### config.mk
export PLATFORM = sky130hd
export DESIGN_NAME = serial_subtractor_flat
export DESIGN_NICKNAME = d
export VERILOG_FILES = /design/src/rtl/serial_subtractor_if.sv /design/src/rtl/serial_subtractor.sv /design/src/flat_wrapper.sv
export SDC_FILE = /design/constraint.sdc
export NUM_CORES = 1
export LEC_CHECK = 0
export CORE_AREA = 8 8 65 67
export DETAILED_ROUTE_END_ITERATION = 12
export DIE_AREA = 0 0 73 75
export GPL_TIMING_DRIVEN = 1
export PLACE_DENSITY = 0.76
export SETUP_SLACK_MARGIN = 0.4
export SLEW_MARGIN = 10
export SYNTH_ARGS = -nofsm -noshare
export SYNTH_HDL_FRONTEND = slang
export SYNTH_SLANG_ARGS = --single-unit
### constraint.sdc
create_clock -name clk -period 3.31 [get_ports clk]
set_input_delay 0.662 -clock clk [delete_from_list [all_inputs] [get_ports clk]]
set_output_delay 0.662 -clock clk [all_outputs]
set_load 0.05 [all_outputs]
### src/rtl/serial_subtractor_if.sv
// Operand/result bundle for the bit-serial subtractor.
// The master side supplies the operands and start; the slave side returns
// the busy/done status and the registered result.
interface serial_subtractor_if #(
    parameter int WIDTH = 8
);
    logic             start;
    logic [WIDTH-1:0] a;
    logic [WIDTH-1:0] b;
    logic             busy;
    logic             done;
    logic [WIDTH-1:0] diff;
    logic             borrow_out;

    modport master (
        output start, a, b,
        input  busy, done, diff, borrow_out
    );

    modport slave (
        input  start, a, b,
        output busy, done, diff, borrow_out
    );
endinterface

### src/rtl/serial_subtractor.sv
// Bit-serial a - b, LSB first, one full-subtractor cell plus a borrow flop.
// A WIDTH-bit operation takes WIDTH RUN cycles, followed by a one-cycle
// DONE pulse. diff/borrow_out hold the last completed result.
module serial_subtractor #(
    parameter int WIDTH = 8
) (
    input  logic                clk,
    input  logic                rst,
    serial_subtractor_if.slave  bus
);
    localparam int              CNT_W    = (WIDTH > 1) ? $clog2(WIDTH) : 1;
    localparam logic [CNT_W-1:0] LAST_BIT = CNT_W'(WIDTH - 1);

    localparam logic [1:0] S_IDLE = 2'd0;
    localparam logic [1:0] S_RUN  = 2'd1;
    localparam logic [1:0] S_DONE = 2'd2;

    logic [1:0]       state_q, state_d;
    logic [WIDTH-1:0] a_sr_q, a_sr_d;
    logic [WIDTH-1:0] b_sr_q, b_sr_d;
    logic [WIDTH-1:0] res_sr_q, res_sr_d;
    logic             brw_q, brw_d;
    logic [CNT_W-1:0] cnt_q, cnt_d;
    logic [WIDTH-1:0] diff_q, diff_d;
    logic             bo_q, bo_d;

    logic             bit_x, bit_y, bit_d, brw_next;
    logic [WIDTH:0]   res_cat;
    logic [WIDTH-1:0] res_shift;

    // Full-subtractor cell on the current LSBs and the new result word.
    always_comb begin
        bit_x     = a_sr_q[0];
        bit_y     = b_sr_q[0];
        bit_d     = bit_x ^ bit_y ^ brw_q;
        brw_next  = (~bit_x & bit_y) | (~(bit_x ^ bit_y) & brw_q);
        res_cat   = {bit_d, res_sr_q};
        res_shift = res_cat[WIDTH:1];
    end

    // Next-state logic: operand load, per-bit shift and completion capture.
    always_comb begin
        state_d  = state_q;
        a_sr_d   = a_sr_q;
        b_sr_d   = b_sr_q;
        res_sr_d = res_sr_q;
        brw_d    = brw_q;
        cnt_d    = cnt_q;
        diff_d   = diff_q;
        bo_d     = bo_q;
        case (state_q)
            S_IDLE, S_DONE: begin
                // DONE accepts start too, so back-to-back operations lose no cycle.
                if (bus.start) begin
                    state_d = S_RUN;
                    a_sr_d  = bus.a;
                    b_sr_d  = bus.b;
                    brw_d   = 1'b0;
                    cnt_d   = '0;
                end else begin
                    state_d = S_IDLE;
                end
            end
            S_RUN: begin
                a_sr_d   = a_sr_q >> 1;
                b_sr_d   = b_sr_q >> 1;
                res_sr_d = res_shift;
                brw_d    = brw_next;
                cnt_d    = cnt_q + CNT_W'(1);
                if (cnt_q == LAST_BIT) begin
                    diff_d  = res_shift;
                    bo_d    = brw_next;
                    cnt_d   = '0;
                    state_d = S_DONE;
                end
            end
            default: state_d = S_IDLE;
        endcase
    end

    // Control state and visible results; reset aborts any operation in flight.
    always_ff @(posedge clk) begin
        if (rst) begin
            state_q <= S_IDLE;
            brw_q   <= 1'b0;
            cnt_q   <= '0;
            diff_q  <= '0;
            bo_q    <= 1'b0;
        end else begin
            state_q <= state_d;
            brw_q   <= brw_d;
            cnt_q   <= cnt_d;
            diff_q  <= diff_d;
            bo_q    <= bo_d;
        end
    end

    // Operand and partial-result shift registers; always reloaded before use.
    always_ff @(posedge clk) begin
        a_sr_q   <= a_sr_d;
        b_sr_q   <= b_sr_d;
        res_sr_q <= res_sr_d;
    end

    assign bus.busy       = (state_q == S_RUN);
    assign bus.done       = (state_q == S_DONE);
    assign bus.diff       = diff_q;
    assign bus.borrow_out = bo_q;
endmodule
### src/flat_wrapper.sv
// flat-port wrapper written by rule: the top's interface ports become plain ports
module serial_subtractor_flat 
#(
    parameter int WIDTH = 8
)
  (clk, rst, bus_start, bus_a, bus_b, bus_busy, bus_done, bus_diff, bus_borrow_out);
  serial_subtractor_if #(.WIDTH(WIDTH)) bus_i ();
  input  logic clk;
  input  logic rst;
  input wire logic [$bits(bus_i.start)-1:0] bus_start;
  input wire logic [$bits(bus_i.a)-1:0] bus_a;
  input wire logic [$bits(bus_i.b)-1:0] bus_b;
  output wire logic [$bits(bus_i.busy)-1:0] bus_busy;
  output wire logic [$bits(bus_i.done)-1:0] bus_done;
  output wire logic [$bits(bus_i.diff)-1:0] bus_diff;
  output wire logic [$bits(bus_i.borrow_out)-1:0] bus_borrow_out;
  assign bus_i.start = bus_start;
  assign bus_i.a = bus_a;
  assign bus_i.b = bus_b;
  assign bus_busy = bus_i.busy;
  assign bus_done = bus_i.done;
  assign bus_diff = bus_i.diff;
  assign bus_borrow_out = bus_i.borrow_out;
  serial_subtractor #(.WIDTH(WIDTH)) u_core (.clk(clk), .rst(rst), .bus(bus_i));
endmodule
# [Yosys cells after proc, flatten, opt, wreduce, memory -nomap -nowiden]
# Cells that the tools add are included.
[word_totals] ff_bits=39 input_bits=19 out_inout_bits=11
[classes] n_addsub=1 eq_ne=5 mux=12 bitwise_logic=7 reduce_logical=5
[ops] cell="one-hot mux 8 bit (2 select lines)" count=2
[ops] cell="2-to-1 mux 8 bit" count=2
[ops] cell="2-to-1 mux 3 bit" count=2
[ops] cell="one-hot mux 3 bit (2 select lines)" count=1
[ops] cell="one-hot mux 2 bit (2 select lines)" count=1
[ops] cell="AND reduction 2 bit" count=2
[ops] cell="adder 3 x 1 -> 3 bit (second input constant)" count=1
[ops] cell="== test 3 bit (second input constant)" count=1
[ops] cell="AND 1 bit" count=2
[ops] cell="== test 2 x 1 -> 1 bit (second input constant)" count=1
[ops] cell="== test 2 bit (second input constant)" count=1
[ops] cell="zero test 2 bit" count=1
[ops] cell="2-to-1 mux 1 bit" count=2
[ops] cell="2-to-1 mux 2 bit" count=1
[ops] cell="!= test 2 x 1 -> 1 bit (second input constant)" count=1
[ops] cell="!= test 2 bit (second input constant)" count=1
[ops] cell="inverter 1 bit" count=2
[ops] cell="one-hot mux 1 bit (2 select lines)" count=1
[ops] cell="nonzero test 2 bit" count=1
[ops] cell="OR reduction 2 bit" count=1
[ops] cell="XOR 1 bit" count=2
[ops] cell="OR 1 bit" count=1

# [Depth between registers and ports, before layout]
# Gate-level depths: netlist (run 1).
[depth] depth_word=5 depth_mapped=5 mapped_depth_nobuf=4

# [Least setup slack after synthesis (run 1)]
# Ideal clock, no wire load.
[synth_timing] path_kind="register -> register" start="register u_core.state_q[0]" end="register u_core.a_sr_q[0] (enable)" arrival_time_ps=1346 required_time_ps=2935 path_slack_ps=1589 stages_incl_launch_ff=4 n_path_buf=1 period_less_slack_ps=1721 cell_sequence="dfxtp_1 > nor2b_4 > buf_6 > nand2b_1"
[synth_via] elab_cells_between_ends=7
[synth_lines] element="from (decl)" line="serial_subtractor.sv:18" text="logic [1:0] state_q, state_d;"
[synth_lines] element="from (signal assigned)" line="serial_subtractor.sv:90" text="state_q <= state_d;"
[synth_lines] element="== test 2 x 1 -> 1 bit"
[synth_lines] element="via bus_busy" line="flat_wrapper.sv:13" text="output wire logic [$bits(bus_i.busy)-1:0] bus_busy;"
[synth_lines] element="nonzero test 2 bit (no line)"
[synth_lines] element="AND reduction 2 bit (no line)"
[synth_lines] element="to (signal assigned)" line="serial_subtractor.sv:100" text="a_sr_q <= a_sr_d;"
[synth_lines] element="to (decl)" line="serial_subtractor.sv:19" text="logic [WIDTH-1:0] a_sr_q, a_sr_d;"
# The timed path passes the listed nets, and every way through them passes these cells.
# A chain may end at the register's enable or synchronous reset.

# [Final worst setup path (run 1)]
[layout_timing] start="register u_core.state_q[0]" end="output port bus_busy"
[layout_via] elab_chain_len=1
[layout_rtl] element="== test 2 x 1 -> 1 bit" line="serial_subtractor.sv:105" text="assign bus.busy = (state_q == S_RUN);"
[layout_rtl] element="to (decl)" line="flat_wrapper.sv:13"
# No other way between the ends.

==> results of run 1 <==
cell usage in the layout (no fill, tap or decap), drive strengths merged, types with 2 or more instances in the layout:
cell type,n
and2b,3
clkbuf,5
clkdlybuf4s50,29
clkinv,2
dfxtp,15
edfxtp,23
ha,2
inv,3
mux2,15
mux2i,8
nand2b,20
nor2,2
nor2b,3
o32ai,2
o41ai,2
area by class of cell:
type                       count  area [um^2]
fill                         267         1241
sequential                    38        991.0
multi-input combinational     66        579.3
timing repair buffer          30        297.8
tap                           46        57.56
clock buffer                   5        37.54
clock inverter                 3        16.27
inverter                       3        11.26
flip-flops by register name (all words and copies together), names as in the netlist:
name	cells
u_core.bus.diff	8
u_core.a_sr_q	8
u_core.state_q	2
u_core.cnt_q	3
u_core.brw_q	1
u_core.res_sr_q	7
u_core.bus.borrow_out	1
u_core.b_sr_q	8
per-layer routing:
layer  global-route usage (%)  vias to the layer above  routed length, um
li1                         -                      464                  -
met5                        0                        -                  0
met3                    5.593                        6                213
met4                    4.667                        0                 40
met2                    18.57                       25               1339
met1                    12.03                      446               1130
synth_stat cells, drive strengths merged, types with 3 or more instances:
library cell	instances	area share [%]
mux2	15	10
edfxtp	23	42
mux2i	8	4.9
nand2b	20	7.7
dfxtp	15	18
and2b	3	1.4
buf	5	2.7
nor2b	3	1.6
inv	3	0.69
cell families (layout without fill, tap and decap cells):
logic type | after synthesis | count (layout) | share of synthesized area [%]
simple gates | 35 | 35 | 15.05
mux | 23 | 23 | 15.28
fa+ha+maj | 3 | 3 | 2.765
flops | 38 | 38 | 60.83
buf+inv | 9 | 41 | 3.609
compound gates | 5 | 5 | 2.458
power groups by stage:
stage | Clock, uW | Combinational [uW] | Sequential [uW]
after floorplan | 0 | 68.0 | 562
after CTS | 234 | 98.6 | 558
after global routing | 251 | 108 | 561
final | 222 | 97.3 | 557
after global placement | 0 | 95.1 | 566
after detailed placement | 0 | 98.5 | 568
stage by stage:
step           power, uW  hold WS [ps]
2_1_floorplan      629.8         427.5
3_3_place_gp       661.0         446.8
3_5_place_dp       666.7         447.1
4_1_cts            890.3         477.3
5_1_grt            919.8         485.6
6_report           876.5         474.6
worst max-delay path by stage:
| stage | cells past startpoint | start | endpoint |
|---|---|---|---|
| 2_1_floorplan | 3 | u_core.state_q[0] | u_core.a_sr_q[0] |
| 3_3_place_gp | 3 | rst | u_core.brw_q |
| 3_5_place_dp | 3 | rst | u_core.cnt_q[2] |
| 4_1_cts | 2 | u_core.state_q[0] | bus_busy |
| 5_1_grt | 2 | u_core.state_q[0] | bus_busy |
| 6_report | 2 | u_core.state_q[0] | bus_busy |
==> flow_summary.toml, run 1 <==
[route]
via_count = 941
drt.antenna.violating_nets = 0
drt_iter0_drc = 86
drcViolationCount = 0
drt-pass1-iter-count = 3
wl_um = 2724
wire_per_inst_um = 14.26
viasPerCell = 4.927

[sta]
fmax_mhz = 405.7
hold_violations = 0
clock_skew_ps = 10.62
fin_crit_sh_pct = 74.46
period_needed_ps = 2465
tns_ps = 0
drv_slew = 0
fin_ws_ps = 845.4
worst_pin_slew_ps = 739.1
rsz0062_at_grt = "no"
finalSetupViolations = 0
relSlewSlack_pct = 50.73

[layout]
drive_gt1_share_pct = 17.24
area_growth_syn_to_layout_pct = 22.20
postLayoutCellArea_um2 = 1991
nets = 166
stdcell_count = 191
diodes = 0
fin_util_pct = 61.60

[pwr]
p_clk_share_pct = 25.3
p_leak_uw = 0.0006906
switching_share_pct = 22.69
power.internal_uw = 677.7
seqPwrFrac_pct = 63.6
power.net_switching_uw = 198.9
comb_power_share_pct = 11.1
powerDensity_nw_per_um2 = 440.3
ir_drop_v = 0.0003026

[min_path]
hold_end = "u_core.res_sr_q[4]"
min_from = "u_core.res_sr_q[5]"
worstHoldPathType = "flip-flop to flip-flop"
whs_path_depth = 0

[yosys]
syn_inst = 113
syn_area_um2 = 1629
ys_ff_latch = 38
synth_edf_count = 23
syn_area_per_cell_um2 = 14.42
syn_nets = 135
ys_types = 27
ys_warn_count = 0
yosysSeqAreaShare_pct = 60.83
synth_flop_cell = "edfxtp_1"
async_reset_ff_share_pct = 0

[global_route]
first_global_vias = 986
antenna_found_initial = 0
gr-total-overflow = 0
grt_util_all_layers_pct = 11.25
grt_max_degree = 29
grt_pass1_wl_um = 4623

[cts]
root_buffer = "clkbuf_4"
cts_sinks = 38
cts_tree = "done"
cts_buffers = 5
cts.htree.levels = 2
holdBufCountCts = 0
postCtsSetupRepairBufs = 0
cts_max_path_buffers = 2
worstSkewPairLatency_ps = 340
path_clk_slew_ps = 110
post_cts_resized = 0

[place]
dp.cells = 183
preCtsSetupSlack_ps = 1019
hpwl_um = 2004
portBuffers = 29
dpl_cell_area_um2 = 1937
gp_congestion = 0.7224

[setup_path]
crit_type = "flip-flop to output port"
crit_family = "buffers and inverters"
critPathArrivalTime_ps = 1800
crit_chain = "nor2b_4 > clkdlybuf4s50_1"
cp-start-kind = "flip-flop"
reg2reg_slack_ps = 1320
cp_slowest_cell = "clkdlybuf4s50_1"
cpPeakStageDelay_ps = 810
crit_fanout = 10
r2r_end = "u_core.a_sr_q[5]"
end_kind = "output port"
cp_num_buf_inv = 1
reg2reg_depth = 3
cp.required_ps = 2650
timing.rr.start = "u_core.state_q[0]"

[floorplan]
io_pins = 30
die_x_um = 73
coreArea_um2 = 3232
initial_core_util_pct = 50.41
rows = 21
dieArea_um2 = 5475
die_y_um = 75

[flow_run]
cap_violations = 0

[status]
status = "complete, no violations"
Note: power is estimated with default switching activity, not from simulation.
==> run 2, diff against run 1 <==
--- a/config.mk
+++ b/config.mk
@@ -5,11 +5,11 @@
 export SDC_FILE = /design/constraint.sdc
 export NUM_CORES = 1
 export LEC_CHECK = 0
-export CORE_AREA = 8 8 65 67
+export CORE_AREA = 8 8 69 71
 export DETAILED_ROUTE_END_ITERATION = 12
-export DIE_AREA = 0 0 73 75
+export DIE_AREA = 0 0 77 79
 export GPL_TIMING_DRIVEN = 1
-export PLACE_DENSITY = 0.76
+export PLACE_DENSITY = 0.7
 export SETUP_SLACK_MARGIN = 0.4
 export SLEW_MARGIN = 10
 export SYNTH_ARGS = -nofsm -noshare
==> constraint.sdc (replaced) <==
create_clock -name clk -period 2.15 [get_ports clk]
set_input_delay 0.43 -clock clk [delete_from_list [all_inputs] [get_ports clk]]
set_output_delay 0.43 -clock clk [all_outputs]
set_load 0.05 [all_outputs]
==> flow_summary.toml, run 2 (same netlist as run 1, synthesis figures left out) <==
[setup_path]
cp-start-kind = "flip-flop"
cp.required_ps = 1720
end_kind = "output port"
crit_type = "flip-flop to output port"
critPathArrivalTime_ps = 1240
crit_fanout = 18

[pwr]
p_clk_share_pct = 32.6
power.net_switching_uw = 319.6
switching_share_pct = 21.17
power.internal_uw = 1190
p_leak_uw = 0.0007772
ir_drop_v = 0.0004716
comb_power_share_pct = 10.7
seqPwrFrac_pct = 56.7
powerDensity_nw_per_um2 = 733.8

[layout]
final_common_cell = "edfxtp_1"
register_area_um2 = 992.2
nets = 169
mostFrequentLayoutCells = "23 x edfxtp_1, 20 x nand2b_1, 18 x clkdlybuf4s50_1"
fill_cells = 340
postLayoutCellArea_um2 = 2057
fin_util_pct = 54.15
diodes = 0
area_growth_syn_to_layout_pct = 26.27
multi_input_area_um2 = 579.3
drive_gt1_share_pct = 20.95

[route]
wl_um = 2782
wire_per_inst_um = 14.05
drcViolationCount = 0
via_count = 950
drt_iter0_drc = 65
viasPerCell = 4.798
drt.antenna.violating_nets = 0
drt-pass1-iter-count = 4

[sta]
fmax_mhz = 599.4
fin_crit_sh_pct = 77.60
rsz0062_at_grt = "no"
relSlewSlack_pct = 66.65
period_needed_ps = 1668
tns_ps = 0
drv_slew = 0
finalSetupViolations = 0
hold_violations = 0
worst_pin_slew_ps = 500.2
clock_skew_ps = 5.430

[status]
status = "complete, no violations"

[floorplan]
die_y_um = 79
io_pins = 30
initial_core_util_pct = 42.89
coreArea_um2 = 3799
rows = 23
die_x_um = 77
dieArea_um2 = 6083

[cts]
root_buffer = "clkbuf_8"
cts_sinks = 38
path_clk_slew_ps = 70
worstSkewPairLatency_ps = 280
cts.htree.levels = 2
postCtsSetupRepairBufs = 0
cts_tree = "done"
cts_buffers = 5
cts_max_path_buffers = 2
holdBufCountCts = 0

[place]
hpwl_um = 1998
dpl_cell_area_um2 = 1972
gp_congestion = 0.6537
portBuffers = 29

[global_route]
grt_util_all_layers_pct = 9.623
first_global_vias = 1010
grt_max_degree = 19
antenna_found_initial = 0
grt_pass1_wl_um = 4754
gr-total-overflow = 0

[min_path]
worstHoldPathType = "flip-flop to flip-flop"

[flow_run]
cap_violations = 0
run 2: cell types whose count changed in the layout (fill, tap and decap cells not counted):
| cell | previous run | this run |
|---|---|---|
| buf_12 | 0 | 1 |
| buf_4 | 1 | 4 |
| buf_6 | 0 | 1 |
| clkbuf_1 | 0 | 1 |
| clkbuf_4 | 5 | 0 |
| clkbuf_8 | 0 | 6 |
| clkdlybuf4s50_1 | 29 | 18 |
| clkinv_1 | 1 | 0 |
| clkinvlp_4 | 1 | 0 |
| dfxtp_1 | 15 | 14 |
| dfxtp_2 | 0 | 1 |
| dlygate4sd2_1 | 0 | 9 |
run 2: repair_timing:
item / CTS / global route
endpoints found under the setup margin: 10 / 1
hold endpoints to repair: 0 / 0
resized for setup: 10 / 1
run 2: path summary, 6_finish.rpt:
check / startpoint / end / slack [ps] / cells past startpoint
worst min register to register: u_core.res_sr_q[6] / u_core.res_sr_q[5] / 460 / 0
worst max register to register: u_core.cnt_q[0] / u_core.bus.diff[6] / 570 / 4
worst min-delay path: u_core.res_sr_q[6] / u_core.res_sr_q[5] / 460 / 0
worst max-delay path: u_core.state_q[0] / bus_busy / 480 / 3
run 2: layout make-up:
class | instances | share of cell area (%)
multi-input combinational | 66 | 28.16
timing repair buffer | 33 | 15.57
inverter | 3 | 0.5474
sequential | 38 | 48.24
tap | 50 | 3.041
clock inverter | 1 | 0.2433
clock buffer | 7 | 4.197
run 2: power by group through the flow:
stage / sequential (uW) / combinational, uW / clock (uW)
floorplan: 865 / 105 / 0
global placement: 870 / 158 / 0
detailed placement: 873 / 161 / 0
CTS: 857 / 162 / 504
global route: 863 / 178 / 535
finish: 856 / 162 / 491
run 2: worst max-delay path: stages (launching register included):
cell	delay, ps
dfxtp_2	400
nor2b_4	180
buf_6	210
buf_12	160
run 2: through the flow:
step / instances / hold slack (ps) / power [uW] / setup slack [ps]
floorplan: 113 / 427.5 / 969.6 / 429.4
global placement: 190 / 442.9 / 1028 / 458.9
detailed placement: 190 / 446.8 / 1034 / 380.7
CTS: 198 / 463.6 / 1523 / 412.9
global route: 198 / 476.1 / 1576 / 402.5
finish: 198 / 456.7 / 1509 / 481.5
run 2: layer usage:
layer / up-vias / part of all wire [%] / global-route usage (%)
met5: - / 0 / 0
met4: 0 / 0 / 2.264
met3: 0 / 9.7 / 5.982
met2: 32 / 47 / 15.63
met1: 449 / 43 / 10.45
li1: 469 / - / -
==> run 3, diff against run 2 <==
==> constraint.sdc (replaced) <==
create_clock -name clk -period 1.45 [get_ports clk]
set_input_delay 0.29 -clock clk [delete_from_list [all_inputs] [get_ports clk]]
set_output_delay 0.29 -clock clk [all_outputs]
set_load 0.05 [all_outputs]
==> flow_summary.toml, run 3 (same netlist as run 1, synthesis figures left out) <==
[route]
viasPerCell = 4.895
drt-pass1-iter-count = 4
wire_per_inst_um = 16.04
drt.antenna.violating_nets = 0
drt_iter0_drc = 51
via_count = 1072
drcViolationCount = 0
wl_um = 3512

[place]
gp_congestion = 0.7261
hpwl_um = 2358
portBuffers = 29
dp.cells = 193

[sta]
hold_violations = 0
clock_skew_ps = 5.499
relSlewSlack_pct = 83.36
worst_pin_slew_ps = 246.9
fmax_mhz = 700.2
period_needed_ps = 1428
whs_ps = 456.0
fin_crit_sh_pct = 98.50
finalSetupViolations = 0
drv_slew = 0
tns_ps = 0
rsz0062_at_grt = "yes"

[cts]
cts.htree.levels = 2
cts_sinks = 38
path_clk_slew_ps = 70
worstSkewPairLatency_ps = 290
root_buffer = "clkbuf_8"
cts_buffers = 5
cts_tree = "done"
cts_max_path_buffers = 2

[setup_path]
crit_chain = "inv_2 > fa_2 > or4b_1 > o41ai_2"
cpPeakStageDelay_ps = 490
crit_fanout = 2
end_kind = "flip-flop"
crit_type = "flip-flop to flip-flop"
critPathArrivalTime_ps = 1620
cp_slowest_cell = "or4b_1"
cp-start-kind = "flip-flop"
cp.required_ps = 1640

[global_route]
first_global_vias = 1163
gr-usage-met2_pct = 21.33
gr-total-overflow = 0
grt_pass1_wl_um = 5526
grt_max_degree = 19
grt_util_all_layers_pct = 11.69
global_route.usage.met3_pct = 5.192
antenna_found_initial = 0
grt.busiest_layer = "met2"
grt_util_met1_pct = 11.14

[layout]
stdcell_count = 219
final_common_cell = "edfxtp_1"
diodes = 0
fill_cells = 290
register_area_um2 = 1007
mostFrequentLayoutCells = "23 x edfxtp_1, 18 x nand2b_1, 17 x clkdlybuf4s50_1"
nets = 190
area_growth_syn_to_layout_pct = 55.99
multi_input_area_um2 = 726.9
drive_gt1_share_pct = 51.48

[floorplan]
dieArea_um2 = 6083
die_y_um = 79
io_pins = 30
rows = 23
initial_core_util_pct = 42.89
die_x_um = 77
coreArea_um2 = 3799

[pwr]
ir_drop_v = 0.0007040
powerDensity_nw_per_um2 = 922.0
p_leak_uw = 0.0009808
finalPower_uw = 2343

[flow_run]
cap_violations = 0

[status]
status = "complete, no violations"

[min_path]
worstHoldPathType = "flip-flop to flip-flop"
## run 3: cell types whose count changed in the layout (fill, tap and decap cells not counted), moves of 3 or more
cell           delta
buf_8             +3
dfxtp_2          +12
dlygate4sd2_1     -8
buf_6             +9
mux2_4           +15
dfxtp_1          -12
mux2_2           -15
buf_4             +6
buf_12           +11
## run 3: repair_timing
action                                  in CTS  in global routing
pin swaps                                    5                  3
endpoints found under the setup margin      65                 64
setup buffers                                9                  8
gates cloned                                 1                  0
gates resized for setup                     24                 15
hold buffers                                 0                  0
## run 3: final cells by class
cell class | count | share of cell area, %
clock buffers | 6 | 2.856
clock inverters | 2 | 0.3447
inverters | 3 | 0.4431
multi-input cells | 67 | 28.61
flip-flops and latches | 38 | 39.64
well taps | 50 | 2.462
repair buffers | 53 | 25.65
## run 3: stage by stage
| step | worst slack [ps] | instance area [um^2] | util [%] |
|---|---|---|---|
| floorplan | 113.3 | 1730 | - |
| detailed placement | -45.37 | 2198 | 57.87 |
| finish | 21.82 | 2541 | 66.90 |
| global route | -29.59 | 2541 | 66.90 |
| global placement | 28.92 | 2198 | 57.87 |
| CTS | 17.92 | 2422 | 63.77 |
## run 3: path summary, 6_finish.rpt
check                                   startpoint            endpoint  slack, ps  cells past startpoint
worst max-delay path              u_core.b_sr_q[0]        u_core.brw_q         20                      4
worst min-delay path            u_core.res_sr_q[2]  u_core.res_sr_q[1]        460                      0
worst max register to register    u_core.b_sr_q[0]        u_core.brw_q         20                      4
worst min register to register  u_core.res_sr_q[2]  u_core.res_sr_q[1]        460                      0
## run 3: power by group
part	total [uW]	internal, uW	switching (uW)	leakage [uW]
logic	384	238	146	0.000587
registers	1270	1240	28.5	0.000352
clock network	688	330	357	0.0000426
## run 3: routing by layer
layer  wire length, um  up-vias  share of wire (%)
met5                 0        -                  0
met4                73        0                2.1
met3               214        9                6.1
met2              1911       30                 54
met1              1313      522                 37
li1                  -      511                  -
## run 3: worst max-delay path, delay by kind of cell, from the launching register on
family,cells,cell delay (ps)
AO/OA/AOI/OAI,1,60
adder cells (fa/ha/maj),1,390
buffers and inverters,1,40
flip-flops,1,350
AND/OR/NAND/NOR,1,490
